$ cat config.mk
export PLATFORM = sky130hd
export DESIGN_NAME = hazard_sched
export DESIGN_NICKNAME = d
export VERILOG_FILES = /design/src/rtl/hazard_sched.sv
export SDC_FILE = /design/constraint.sdc
export NUM_CORES = 1
export LEC_CHECK = 0
export ABC_CLOCK_PERIOD_IN_PS = 3190
export BUFFER_PORTS_ARGS = -buffer_cell sky130_fd_sc_hd__buf_2
export CAP_MARGIN = 20
export CORE_UTILIZATION = 50
export CTS_CLUSTER_SIZE = 28
export DETAILED_ROUTE_END_ITERATION = 16
export GPL_ROUTABILITY_DRIVEN = 0
export GPL_TIMING_DRIVEN = 0
export PLACE_DENSITY = 0.78
export SLEW_MARGIN = 20
export SYNTH_ARGS = -nofsm -noshare
export SYNTH_HDL_FRONTEND = slang
export SYNTH_SLANG_ARGS = --single-unit
$ cat constraint.sdc
create_clock -name clk -period 3.19 [get_ports clk]
set_input_delay 0.1595 -clock clk [delete_from_list [all_inputs] [get_ports clk]]
set_output_delay 0.1595 -clock clk [all_outputs]
set_load 0.02 [all_outputs]
$ cat src/rtl/hazard_sched.sv
// hazard_sched: stall/flush/forwarding control for the 5-stage RV32I pipeline.
// Handles load-use interlocks, E-stage redirects, data-memory wait states with
// a timeout, and keeps saturating counters of stall cycles and redirects.
module hazard_sched #(
  parameter int MEM_TIMEOUT = 16,
  parameter int PERF_W      = 32
) (
  input  logic              clk,
  input  logic              reset,
  input  logic [4:0]        rs1_d,
  input  logic [4:0]        rs2_d,
  input  logic [4:0]        rs1_e,
  input  logic [4:0]        rs2_e,
  input  logic [4:0]        rd_e,
  input  logic [4:0]        rd_m,
  input  logic [4:0]        rd_w,
  input  logic              regwrite_e,
  input  logic              regwrite_m,
  input  logic              regwrite_w,
  input  logic              memtoreg_e,
  input  logic              pcsrc_e,
  input  logic              dmem_req_m,
  input  logic              dmem_ready,
  output logic              stall_f,
  output logic              stall_d,
  output logic              stall_e,
  output logic              stall_m,
  output logic              flush_d,
  output logic              flush_e,
  output logic              flush_w,
  output logic [1:0]        fwd_a_e,
  output logic [1:0]        fwd_b_e,
  output logic              mem_err,
  output logic [PERF_W-1:0] stall_cycles,
  output logic [PERF_W-1:0] redirects
);

  localparam logic [1:0] ST_RUN      = 2'd0;
  localparam logic [1:0] ST_MEM_WAIT = 2'd1;
  localparam logic [1:0] ST_ERR      = 2'd2;

  // Wide enough to hold MEM_TIMEOUT itself.
  localparam int CNT_W = (MEM_TIMEOUT < 2) ? 1 : $clog2(MEM_TIMEOUT + 1);
  localparam logic [CNT_W-1:0] CNT_LAST = CNT_W'(MEM_TIMEOUT - 1);

  logic [1:0]        state_q, state_d;
  logic [CNT_W-1:0]  wait_cnt_q, wait_cnt_d;
  logic              mem_err_q, mem_err_d;
  logic [PERF_W-1:0] stall_cycles_q, stall_cycles_d;
  logic [PERF_W-1:0] redirects_q, redirects_d;

  logic memwait;
  logic in_err;
  logic load_use;
  logic redirect_taken;

  assign memwait  = dmem_req_m & ~dmem_ready;
  assign in_err   = (state_q == ST_ERR);
  assign load_use = memtoreg_e & regwrite_e & (rd_e != 5'd0) &
                    ((rd_e == rs1_d) | (rd_e == rs2_d));

  // Prioritised stall/flush selection: reset, ERR, memory wait, redirect, load-use.
  always_comb begin
    stall_f        = 1'b0;
    stall_d        = 1'b0;
    stall_e        = 1'b0;
    stall_m        = 1'b0;
    flush_d        = 1'b0;
    flush_e        = 1'b0;
    flush_w        = 1'b0;
    redirect_taken = 1'b0;
    if (reset) begin
      flush_d = 1'b1;
      flush_e = 1'b1;
      flush_w = 1'b1;
    end else if (in_err || memwait) begin
      // Whole pipe frozen; E is re-evaluated once the access completes.
      stall_f = 1'b1;
      stall_d = 1'b1;
      stall_e = 1'b1;
      stall_m = 1'b1;
      flush_w = 1'b1;
    end else if (pcsrc_e) begin
      flush_d        = 1'b1;
      flush_e        = 1'b1;
      redirect_taken = 1'b1;
    end else if (load_use) begin
      stall_f = 1'b1;
      stall_d = 1'b1;
      flush_e = 1'b1;
    end
  end

  // Forwarding: M result beats W result, x0 never forwarded, forced off in reset.
  always_comb begin
    fwd_a_e = 2'b00;
    fwd_b_e = 2'b00;
    if (!reset) begin
      if (regwrite_m && (rd_m != 5'd0) && (rd_m == rs1_e))
        fwd_a_e = 2'b10;
      else if (regwrite_w && (rd_w != 5'd0) && (rd_w == rs1_e))
        fwd_a_e = 2'b01;
      if (regwrite_m && (rd_m != 5'd0) && (rd_m == rs2_e))
        fwd_b_e = 2'b10;
      else if (regwrite_w && (rd_w != 5'd0) && (rd_w == rs2_e))
        fwd_b_e = 2'b01;
    end
  end

  // Memory-wait FSM, wait counter and sticky timeout error.
  always_comb begin
    state_d    = state_q;
    wait_cnt_d = '0;
    case (state_q)
      ST_RUN: begin
        if (memwait) begin
          state_d    = ST_MEM_WAIT;
          wait_cnt_d = wait_cnt_q + 1'b1;
        end
      end
      ST_MEM_WAIT: begin
        if (!memwait) begin
          state_d = ST_RUN;
        end else begin
          wait_cnt_d = wait_cnt_q + 1'b1;
          // >= keeps the timeout reachable even for MEM_TIMEOUT of 1.
          if (wait_cnt_q >= CNT_LAST)
            state_d = ST_ERR;
        end
      end
      ST_ERR:  state_d = ST_ERR;
      default: state_d = ST_RUN;
    endcase
    mem_err_d = mem_err_q | (state_d == ST_ERR);
  end

  // Saturating performance counters; stall_f is already 0 during reset.
  always_comb begin
    stall_cycles_d = stall_cycles_q;
    redirects_d    = redirects_q;
    if (stall_f && !(&stall_cycles_q))
      stall_cycles_d = stall_cycles_q + 1'b1;
    if (redirect_taken && !(&redirects_q))
      redirects_d = redirects_q + 1'b1;
  end

  // State registers with synchronous reset.
  always_ff @(posedge clk) begin
    if (reset) begin
      state_q        <= ST_RUN;
      wait_cnt_q     <= '0;
      mem_err_q      <= 1'b0;
      stall_cycles_q <= '0;
      redirects_q    <= '0;
    end else begin
      state_q        <= state_d;
      wait_cnt_q     <= wait_cnt_d;
      mem_err_q      <= mem_err_d;
      stall_cycles_q <= stall_cycles_d;
      redirects_q    <= redirects_d;
    end
  end

  assign mem_err      = mem_err_q;
  assign stall_cycles = stall_cycles_q;
  assign redirects    = redirects_q;

endmodule
Yosys cells after proc, flatten, opt, wreduce, memory -nomap -nowiden

Index checks and enable logic that the tools add are counted.

Register bits: 72
Bits of input ports: 44
Output and inout port bits: 76
Word-level logic and storage cells: 70

Add/subtract/negate cells: 3
Magnitude comparators: 1
Equality and inequality tests: 9
Muxes and demuxes: 24
Bitwise operators: 9
Reduce and logical (&&, ||, !) cells: 19

Operators by type and width:

| cell                  | count |
|---|---|
| $add 32x1->32 const B | 2 |
| $reduce_and 32->1     | 2 |
| $eq 5x5->1            | 6 |
| $mux 1                | 16 |
| $reduce_bool 5->1     | 3 |
| $mux 2                | 7 |
| $logic_and 1x1->1     | 8 |
| $pmux 2 s3            | 1 |
| $add 5x1->5 const B   | 1 |
| $ge 5x4->1 const B    | 1 |
| $and 1x1->1           | 4 |
| $eq 2x2->1 const B    | 2 |
| $not 1->1             | 3 |
| $reduce_or 3->1       | 1 |
| $eq 2x1->1 const B    | 1 |
| $logic_not 1->1       | 2 |
| $logic_not 2->1       | 1 |
| $or 1x1->1            | 2 |
| $reduce_or 2->1       | 1 |
| $logic_or 1x1->1      | 1 |

Depth between registers and ports, before layout

Gate-level depths: netlist of run 1.

Depth after elaboration: 8
Mapped depth: 9
Depth with buffers taken out: 8

Worst setup path before layout of run 1

No wires, ideal clock.

Path type: reg2reg
Start point: register stall_cycles_q[0], in the netlist stall_cycles[0]
End point: register stall_cycles_q[1], in the netlist stall_cycles[1]
Arrival: 2245 ps
Required time: 3062 ps
Setup slack: 817 ps
Cell stages (with the launch flop): 10
Path buffers: 2
Clock period less this slack: 2373 ps
Path through: dfxtp_1 > ha_1 > nand4_1 > nor4_1 > a311oi_1 > a21oi_1 > clkbuf_1 > buf_2 > mux2i_1 > nor2_1

Cells in the longest elaborated chain, start to end: 3
Elaborated cells on any way between the ends: 4
Classes of those cells: add/sub (1); reduce/logical (3)

Ends and longest elaborated chain:

| element                                                               | line | text |
|---|---|---|
| start: declaration                                                    | 49   | `logic [PERF_W-1:0] stall_cycles_q, stall_cycles_d;` |
| start signal: assignment                                              | 159  | `stall_cycles_q <= stall_cycles_d;` |
| parallel branches: the longest is 3 deep, another holds $add 32x1->32 | n/a  |  |

Several ways; the timed one is not identified.
A chain may end at the register's enable or synchronous reset.

Final worst setup path of run 1

Same ends and word-level chain as after synthesis.

==> reports/results.txt, run 1 <==
Status = finished, final reports clean
WHS Path Cells = 5
Largest family of logic cells by synthesized area = simple AND/OR/NAND/NOR gates
Synthesis-to-finish area growth = 23.71%
Tightest Pin Transition = 0.9102 ns
CTS Buf Count = 9
Initial core utilization = 52.71%
Final period utilization = 91.71%
Synthesized-area fraction occupied by adder cells = 1.282%
Top FF cell, synth = dfxtp_1
Clk sink count = 72
Finished Cell Area = 4831 um2
XOR/XNOR Fraction of Synth Area = 13.68%
Fin crit period = 2.925 ns
Post-CTS Setup Bufs = 0
Critical path capture point type = register
Max clock buf depth = 2
Avg Cell Area, Syn = 8.204 um2
Seq/Total Area, Yosys = 36.91%
Post-synthesis compound-gate area fraction = 10.80%
Max-slew headroom = 38.86%
Synthesized area = 3905 um2
Drt initial violations = 250
Gr ovfl total = 0
Hold Path Class = in2reg
Hpwl dp = 7473 um
Kind of critical path = reg2reg
Count of final hold-check violations = 0
Drt pass-1 iters = 5
RSZ-0062 raised after global routing = no
Fmax = 0.3418 GHz
Pleak = 1.902 nW
Cell Pwr Density = 375.8 nW/um2
CTS tree = yes
Rows = 31
Nets = 653
Most frequent cell after synthesis = dfxtp_1
Commonest cells in the synthesized netlist = 72 x dfxtp_1, 55 x nor2_1, 31 x nand2_1, 31 x xnor2_1
Slew Limit Fails = 0
Maxcap violations = 0
Die area = 8168 um2
Worst-Skew Late Latency = 0.36 ns
Worst R2R Path Depth = 9
Die Height = 90.38 um
Vias = 4039
DR vias/cell = 5.697
Yosys cell types = 46
Tot Pwr = 1.815 mW
Fraction of the mapped netlist area in simple logic gates = 32.65%
Total track usage = 25.65%
CP required = 3.42 ns
Io pins = 120
Antenna-violating nets left = 0
FF+latch count, synth = 72
Final Skew = 0.01529 ns
Mapped Nets = 524
Vias in the first global route = 3822
Core ar. = 7408 um2
CP Launch Type = register
DP Area = 4619 um2
Mux cell area share after synthesis = 1.378%
Peak fanout along the critical path = 10
Arrival time at the worst endpoint = 3.15 ns
CTS Root Cell = clkbuf_8
Initial antenna violation count = 0
Number of synthesized flops with an enable pin = 0
Average wire per cell in the routed design = 14.37 um
Setup-failing EPs final = 0
Diode count = 0
Drt drc = 0
H-tree depth = 3
Drt total wl = 10190 um
Synth top area cells = dfxtp_1 37%, xnor2_1 7.0%, xor2_1 6.7%
Gate Count Post-Synth = 476
Largest net degree at the start of global routing = 14
I/O Buffers = 118
Yosys warns = 0
Worst-case vdd ir drop = 205.2 uV
First-pass GRT wire length = 17250 um
FFs w/ async S/R, synth = 0%
Clk slew on worst S/H paths = 0.08 ns
Fraction of layout cells with a size suffix above 1 = 26.23%
Setup TNS = 0 ns
Die width = 90.38 um
Post-synth top area share = 36.91%
Largest area contributor in the netlist = dfxtp_1
Fillers = 630
==> registers in the layout (all words and copies together), names as in the netlist <==
name and count:
stall_cycles 32, state_q 2, wait_cnt_q 5, mem_err 1, redirects 32
==> power breakdown <==
group | internal [mW] | total [mW] | switching (mW)
combinational | 0.0656 | 0.160 | 0.0946
sequential | 0.902 | 0.908 | 0.00583
clock | 0.385 | 0.747 | 0.362
==> cells in the final DEF, fill, tap and decap left out, types with 4 or more instances in the layout <==
cell and count:
a21oi_1 30, and3_1 13, buf_2 125, clkbuf_1 11, clkbuf_8 10, dfxtp_1 72
ha_1 4, inv_1 9, nand2_1 31, nand3_1 29, nand4_1 27, nor2_1 55
nor2b_1 5, nor3_1 9, nor4_1 8, o21ai_0 21, o31ai_1 7, or2_2 4
or3_1 19, or4_1 11, xnor2_1 31, xor2_1 30
==> metrics by stage <==
stage	hold WS (ns)	std cells	util (%)	setup slack, ns
2_1_floorplan	0.4300	476	-	0.8171
3_3_place_gp	0.4349	693	62.35	0.3391
3_5_place_dp	0.4451	693	62.35	0.2524
4_1_cts	0.2986	709	65.12	0.2114
5_1_grt	0.3700	709	65.21	0.06152
6_report	0.3096	709	65.21	0.2646
==> final timing paths <==
kind                                startpoint                           end  slack [ns]
setup reg to reg  stall_cycles[0]$_SDFFE_PP0P_  stall_cycles[1]$_SDFFE_PP0P_        0.26
setup / recovery  stall_cycles[0]$_SDFFE_PP0P_  stall_cycles[1]$_SDFFE_PP0P_        0.26
hold reg to reg             mem_err$_SDFF_PP0_            mem_err$_SDFF_PP0_        0.46
hold / removal                      dmem_req_m         state_q[1]$_SDFF_PP0_        0.31
==> cell type report <==
| cell class | instances | area, um2 | share of cell area, % |
|---|---|---|---|
| multi-input combinational | 374 | 2341 | 48.46 |
| sequential | 72 | 1441 | 29.84 |
| timing repair buffer | 118 | 590.6 | 12.22 |
| clock buffer | 10 | 137.6 | 2.849 |
| tap | 99 | 123.9 | 2.564 |
| buffer | 20 | 91.34 | 1.891 |
| clock inverter | 6 | 67.56 | 1.399 |
| inverter | 10 | 37.54 | 0.7770 |
==> what timing repair did <==
action                                  CTS  global route
endpoints found under the setup margin    0             7
resized for setup                         0             1
hold buffers                              0             0
==> cells by family after synthesis <==
logic type,Yosys count
compound gates,72
flops,72
fa+ha+maj,4
simple gates,232
buf+inv,30
mux,5
xor+xnor,61
==> worst max-delay path, cell delays in order (launching register included) <==
cell	delay (ns)
dfxtp_1	0.43
ha_1	0.23
nand4_1	0.34
nor4_2	0.44
a311oi_1	0.15
a21oi_1	0.20
clkbuf_1	0.39
buf_2	0.34
mux2i_1	0.22
nor2_1	0.05
==> metal layers <==
metal	part of all wire (%)	wire length, um	vias up	track usage (%)
met2	48	4908	164	41.98
met1	45	4580	1883	31.92
met4	1.6	166	0	12.50
li1	-	-	1974	-
met3	5.2	531	18	5.556
met5	0	0	-	0
Note: power is estimated with default switching activity, not from simulation.
==> run 2, diff against run 1 <==
- ABC_CLOCK_PERIOD_IN_PS: 3190 -> 2500
- CORE_UTILIZATION: 50 -> 47
- PLACE_DENSITY: 0.78 -> 0.77
- clock period: 3.19 -> 2.5 ns (I/O delays scaled with it)
==> run 2 against run 1 <==
Non-clock buffer count grew 2. Register-to-register slack lost 0.15 ns. Clock skew shrank 0.0075 ns. Via count grew 0.30%. Critical path depth shrank 1. Count of clock-buffer cells in the layout is the same. Utilization shrank 2.9 points. Fmax grew 23%. Sequential power grew 28%. Worst setup slack lost 0.15 ns. Sequential cell count is the same. Clock power grew 26%. Highest routed layer unchanged.
==> reports/results.txt, run 2 (synthesis gave the netlist of run 1 again) <==
Fmax = 0.4195 GHz
Arrival time at the worst endpoint = 2.62 ns
Peak fanout along the critical path = 10
Fillers = 716
Max clock buf depth = 2
Max stage delay on crit path = 0.36 ns
Die width = 93.15 um
Top delay family on crit path = simple AND/OR/NAND/NOR gates
Diode count = 0
Setup-failing EPs final = 0
H-tree depth = 3
Vias = 4051
Die Height = 93.15 um
Cell Pwr Density = 469.1 nW/um2
Rows = 32
Commonest non-fill, non-tap cell in the layout = buf_2
Nets = 655
Status = finished, final reports clean
Total track usage = 23.55%
Pleak = 1.975 nW
Synthesis-to-finish area growth = 25.92%
DR vias/cell = 5.674
Placed cell count = 696
CTS tree = yes
Final Skew = 0.007775 ns
Hpwl dp = 7658 um
CP required = 2.73 ns
Drt initial violations = 197
Drt drc = 0
Setup TNS = 0 ns
Initial antenna violation count = 0
Clk sink count = 72
Worst-Skew Late Latency = 0.34 ns
Max layer used = met4
Met2 routed WL = 5054 um
Crit-path cells = and4_4 -> and4_2 -> a311oi_1 -> a21oi_1 -> buf_4 -> clkbuf_4 -> nor4_2 -> mux2_2
Io pins = 120
Maxcap violations = 0
Clk slew on worst S/H paths = 0.08 ns
CTS Root Cell = clkbuf_8
Drt pass-1 iters = 4
Slew Limit Fails = 0
Fin crit period = 2.384 ns
Metal3 WL = 590 um
Kind of critical path = reg2reg
Antenna-violating nets left = 0
Tightest Pin Transition = 0.6384 ns
Average wire per cell in the routed design = 14.35 um
I/O Buffers = 118
Critical path capture point type = register
Hold Path Class = in2reg
CP bufs+invs = 2
Count of hold-fix buffers inserted at cts = 0
Gr ovfl total = 0
Fraction of layout cells with a size suffix above 1 = 28.59%
Met1 WL = 4476 um
Drt total wl = 10240 um
First-pass GRT wire length = 16490 um
CP Launch Type = register
CTS Buf Count = 9
Worst-case vdd ir drop = 241.5 uV
Non-filler cells in the finished layout = 714
Initial core utilization = 49.51%
Count of final hold-check violations = 0
Largest net degree at the start of global routing = 14
Core ar. = 7888 um2
Slowest stage cell, crit path = dfxtp_1
Most frequent cells in the layout = 123 x buf_2, 66 x dfxtp_1, 55 x nor2_1, 31 x xnor2_1, 31 x nand2_1
Final period utilization = 95.35%
Die area = 8677 um2
Max-slew headroom = 57.28%
Vias in the first global route = 3677
run 2: cell type report:
| class | instances | area [um2] | area share [%] |
|---|---|---|---|
| Clock inverter | 6 | 67.56 | 1.374 |
| Inverter | 10 | 37.54 | 0.7634 |
| Clock buffer | 10 | 137.6 | 2.799 |
| Buffer | 19 | 96.34 | 1.959 |
| Sequential cell | 72 | 1449 | 29.47 |
| Tap cell | 102 | 127.6 | 2.595 |
| Timing Repair Buffer | 121 | 613.1 | 12.47 |
| Multi-Input combinational cell | 374 | 2389 | 48.58 |
run 2: tightest hold or removal path: cells and delay by family:
| kind | cells | cell delay (ns) |
|---|---|---|
| AOI/OAI and AO/OA | 1 | 0.07 |
| buffers and inverters | 1 | 0.09 |
| and+or+nand+nor | 3 | 0.26 |
run 2: per-stage QoR:
step	utilization, %	cell area (um2)	setup WS [ns]	power (mW)	hold WS (ns)
after CTS	61.66	4863	0.0005989	2.320	0.2509
after global routing	62.34	4917	-0.02178	2.386	0.3357
after global placement	58.61	4623	-0.3658	1.382	0.4327
final	62.34	4917	0.1163	2.307	0.2725
after detailed placement	58.61	4623	-0.4509	1.389	0.4429
after floorplan	-	3905	0.1271	1.300	0.4268
run 2: what timing repair did:
action	in CTS	in global routing
setup endpoints to repair	32	55
gates resized for setup	5	16
pin swaps	0	5
setup buffers	1	2
run 2: per-layer routing:
| layer | vias to the layer above | GRT usage [%] |
|---|---|---|
| met5 | - | 0 |
| met4 | 0 | 9.487 |
| met3 | 11 | 3.008 |
| met2 | 120 | 40.44 |
| met1 | 1935 | 29.76 |
| li1 | 1985 | - |
run 2: power by group:
group          leakage [nW]  switching [mW]  internal, mW  total, mW
logic                  1.29           0.122        0.0850      0.207
clock network        0.0989           0.450         0.491      0.941
registers             0.583         0.00749          1.15       1.16
total                  1.97           0.580          1.73       2.31
run 2: path summary, 6_finish.rpt:
| kind | startpoint | endpoint | slack (ns) | cells after the start |
|---|---|---|---|---|
| worst max-delay path | stall_cycles[14]$_SDFFE_PP0P_ | stall_cycles[26]$_SDFFE_PP0P_ | 0.12 | 8 |
| worst min-delay path | dmem_req_m | state_q[1]$_SDFF_PP0_ | 0.27 | 5 |
| worst max register to register | stall_cycles[14]$_SDFFE_PP0P_ | stall_cycles[26]$_SDFFE_PP0P_ | 0.12 | 8 |
| worst min register to register | mem_err$_SDFF_PP0_ | mem_err$_SDFF_PP0_ | 0.46 | 1 |
==> run 3, diff against run 2 <==
- CELL_PAD_IN_SITES_DETAIL_PLACEMENT: default -> 1
- CELL_PAD_IN_SITES_GLOBAL_PLACEMENT: default -> 1
- CORE_UTILIZATION: 47 -> 34
- GPL_TIMING_DRIVEN: 0 -> default
- PLACE_DENSITY: 0.77 -> default
- PLACE_DENSITY_LB_ADDON: default -> 0.1
- SLEW_MARGIN: 20 -> 0
==> run 3 against run 2 <==
Non-clock buffer count shrank 1. Sequential share of layout area is 1.1 points lower. First-iteration DRC count decreased by 26%. Register-to-register slack about the same. Power is 20% higher. Critical path type unchanged. Critical endpoint is now redirects[0]$_SDFFE_PP0P_.
==> reports/results.txt, run 3 (synthesis gave the netlist of run 1 again) <==
Core ar. = 11030 um2
Pleak = 2.027 nW
Combinational cell fraction of total power = 7.7%
Nets = 654
CTS Buf Count = 9
Cell Pwr Density = 542.2 nW/um2
Synthesis-to-finish area growth = 30.28%
Max clock buf depth = 2
Average wire per cell in the routed design = 15.34 um
Fillers = 1376
CTS-repair resized insts = 0
Die area = 11920 um2
Diode count = 0
Seq pwr share = 42.0%
Post-CTS Setup Bufs = 0
Io pins = 120
Die width = 109.2 um
Max-slew headroom = 65.44%
Worst-Skew Late Latency = 0.33 ns
Drt total wl = 11520 um
I/O Buffers = 119
Fin crit period = 2.375 ns
Top cell by count, worst path = or4_4
Drt drc = 0
Tot Pwr = 2.759 mW
First-pass GRT wire length = 18220 um
Hpwl dp = 8604 um
RSZ-0062 raised after global routing = no
Clock power frac = 50.3%
Count of final hold-check violations = 0
Final period utilization = 94.98%
Slowest stage cell, crit path = or4_4
Sw frac = 22.45%
Antenna-violating nets left = 0
Maxcap violations = 0
Initial antenna violation count = 0
Fmax = 0.4211 GHz
CP bufs+invs = 0
CTS tree = yes
DP Area = 4758 um2
Vias in the first global route = 3809
Largest net degree at the start of global routing = 46
Crit-path cells = nand4_1 -> or4_4 -> or4_4 -> nand2_1 -> xor2_1 -> nor2_1
Drt initial violations = 145
Max stage delay on crit path = 0.68 ns
Die Height = 109.2 um
Critical path capture point type = register
Worst-case vdd ir drop = 308.5 uV
Vias = 4009
Kind of critical path = reg2reg
Met1 Track Usage GR = 25.50%
Most frequent cells in the layout = 119 x buf_2, 72 x dfxtp_1, 55 x nor2_1, 31 x xnor2_1, 31 x nand2_1
Met3 Use GR = 4.901%
Hold Path Class = in2reg
Count of hold-fix buffers inserted at cts = 0
Int Power = 2.139 mW
Gr ovfl total = 0
Hold_ws = 0.3128 ns
Met2 GRT Util = 31.63%
Final Skew = 0.006788 ns
Top delay family on crit path = simple AND/OR/NAND/NOR gates
Tightest Pin Transition = 0.5178 ns
Final Util = 46.12%
Drt pass-1 iters = 4
CTS Root Cell = clkbuf_16
Rows = 38
Arrival time at the worst endpoint = 2.57 ns
Fraction of layout cells with a size suffix above 1 = 28.15%
Final worst slack = 0.1254 ns
Initial core utilization = 35.40%
Clk slew on worst S/H paths = 0.06 ns
DR vias/cell = 5.338
Setup-failing EPs final = 0
Commonest non-fill, non-tap cell in the layout = buf_2
Placed cell count = 735
CP required = 2.70 ns
Status = finished, final reports clean
Finished Cell Area = 5087 um2
Non-filler cells in the finished layout = 751
Clk sink count = 72
H-tree depth = 3
Peak fanout along the critical path = 21
GRT busiest layer = met2
Slew Limit Fails = 0
Place WS = 0.1111 ns
Setup TNS = 0 ns
Sw power = 619.2 uW
Total track usage = 19.33%
CP Launch Type = register
-- run 3: cell type report --
type / count / area [um2] / share of cell area, %
multi-input combinational: 374 / 2352 / 46.24
clock inverter: 5 / 80.08 / 1.574
sequential: 72 / 1441 / 28.33
timing repair buffer: 139 / 758.2 / 14.90
clock buffer: 11 / 242.7 / 4.771
tap: 140 / 175.2 / 3.443
inverter: 10 / 37.54 / 0.7378
-- run 3: worst register-to-register path, cell delays in order (launching register included) --
cell and delay [ns]:
dfxtp_1 0.40, nand4_1 0.18, or4_4 0.58, or4_4 0.68, nand2_1 0.20, xor2_1 0.16, nor2_1 0.05
-- run 3: metal layers --
layer  wire [um]  vias to the layer above
met5           0                        -
li1            -                     1981
met1        5559                     1927
met4          99                        0
met2        5294                       90
met3         567                       11
-- run 3: worst paths after layout --
check / from / end / slack [ns] / cells after the start
min reg2reg: mem_err$_SDFF_PP0_ / mem_err$_SDFF_PP0_ / 0.45 / 1
max: redirects[11]$_SDFFE_PP0P_ / redirects[0]$_SDFFE_PP0P_ / 0.13 / 6
min: reset / stall_cycles[24]$_SDFFE_PP0P_ / 0.31 / 3
max reg2reg: redirects[11]$_SDFFE_PP0P_ / redirects[0]$_SDFFE_PP0P_ / 0.13 / 6
-- run 3: power groups by stage --
stage	clock network [mW]	logic, mW	registers [mW]
after detailed placement	0	0.214	1.18
after global placement	0	0.208	1.18
after floorplan	0	0.112	1.19
after global routing	1.47	0.233	1.16
after CTS	1.42	0.215	1.16
final	1.39	0.212	1.16
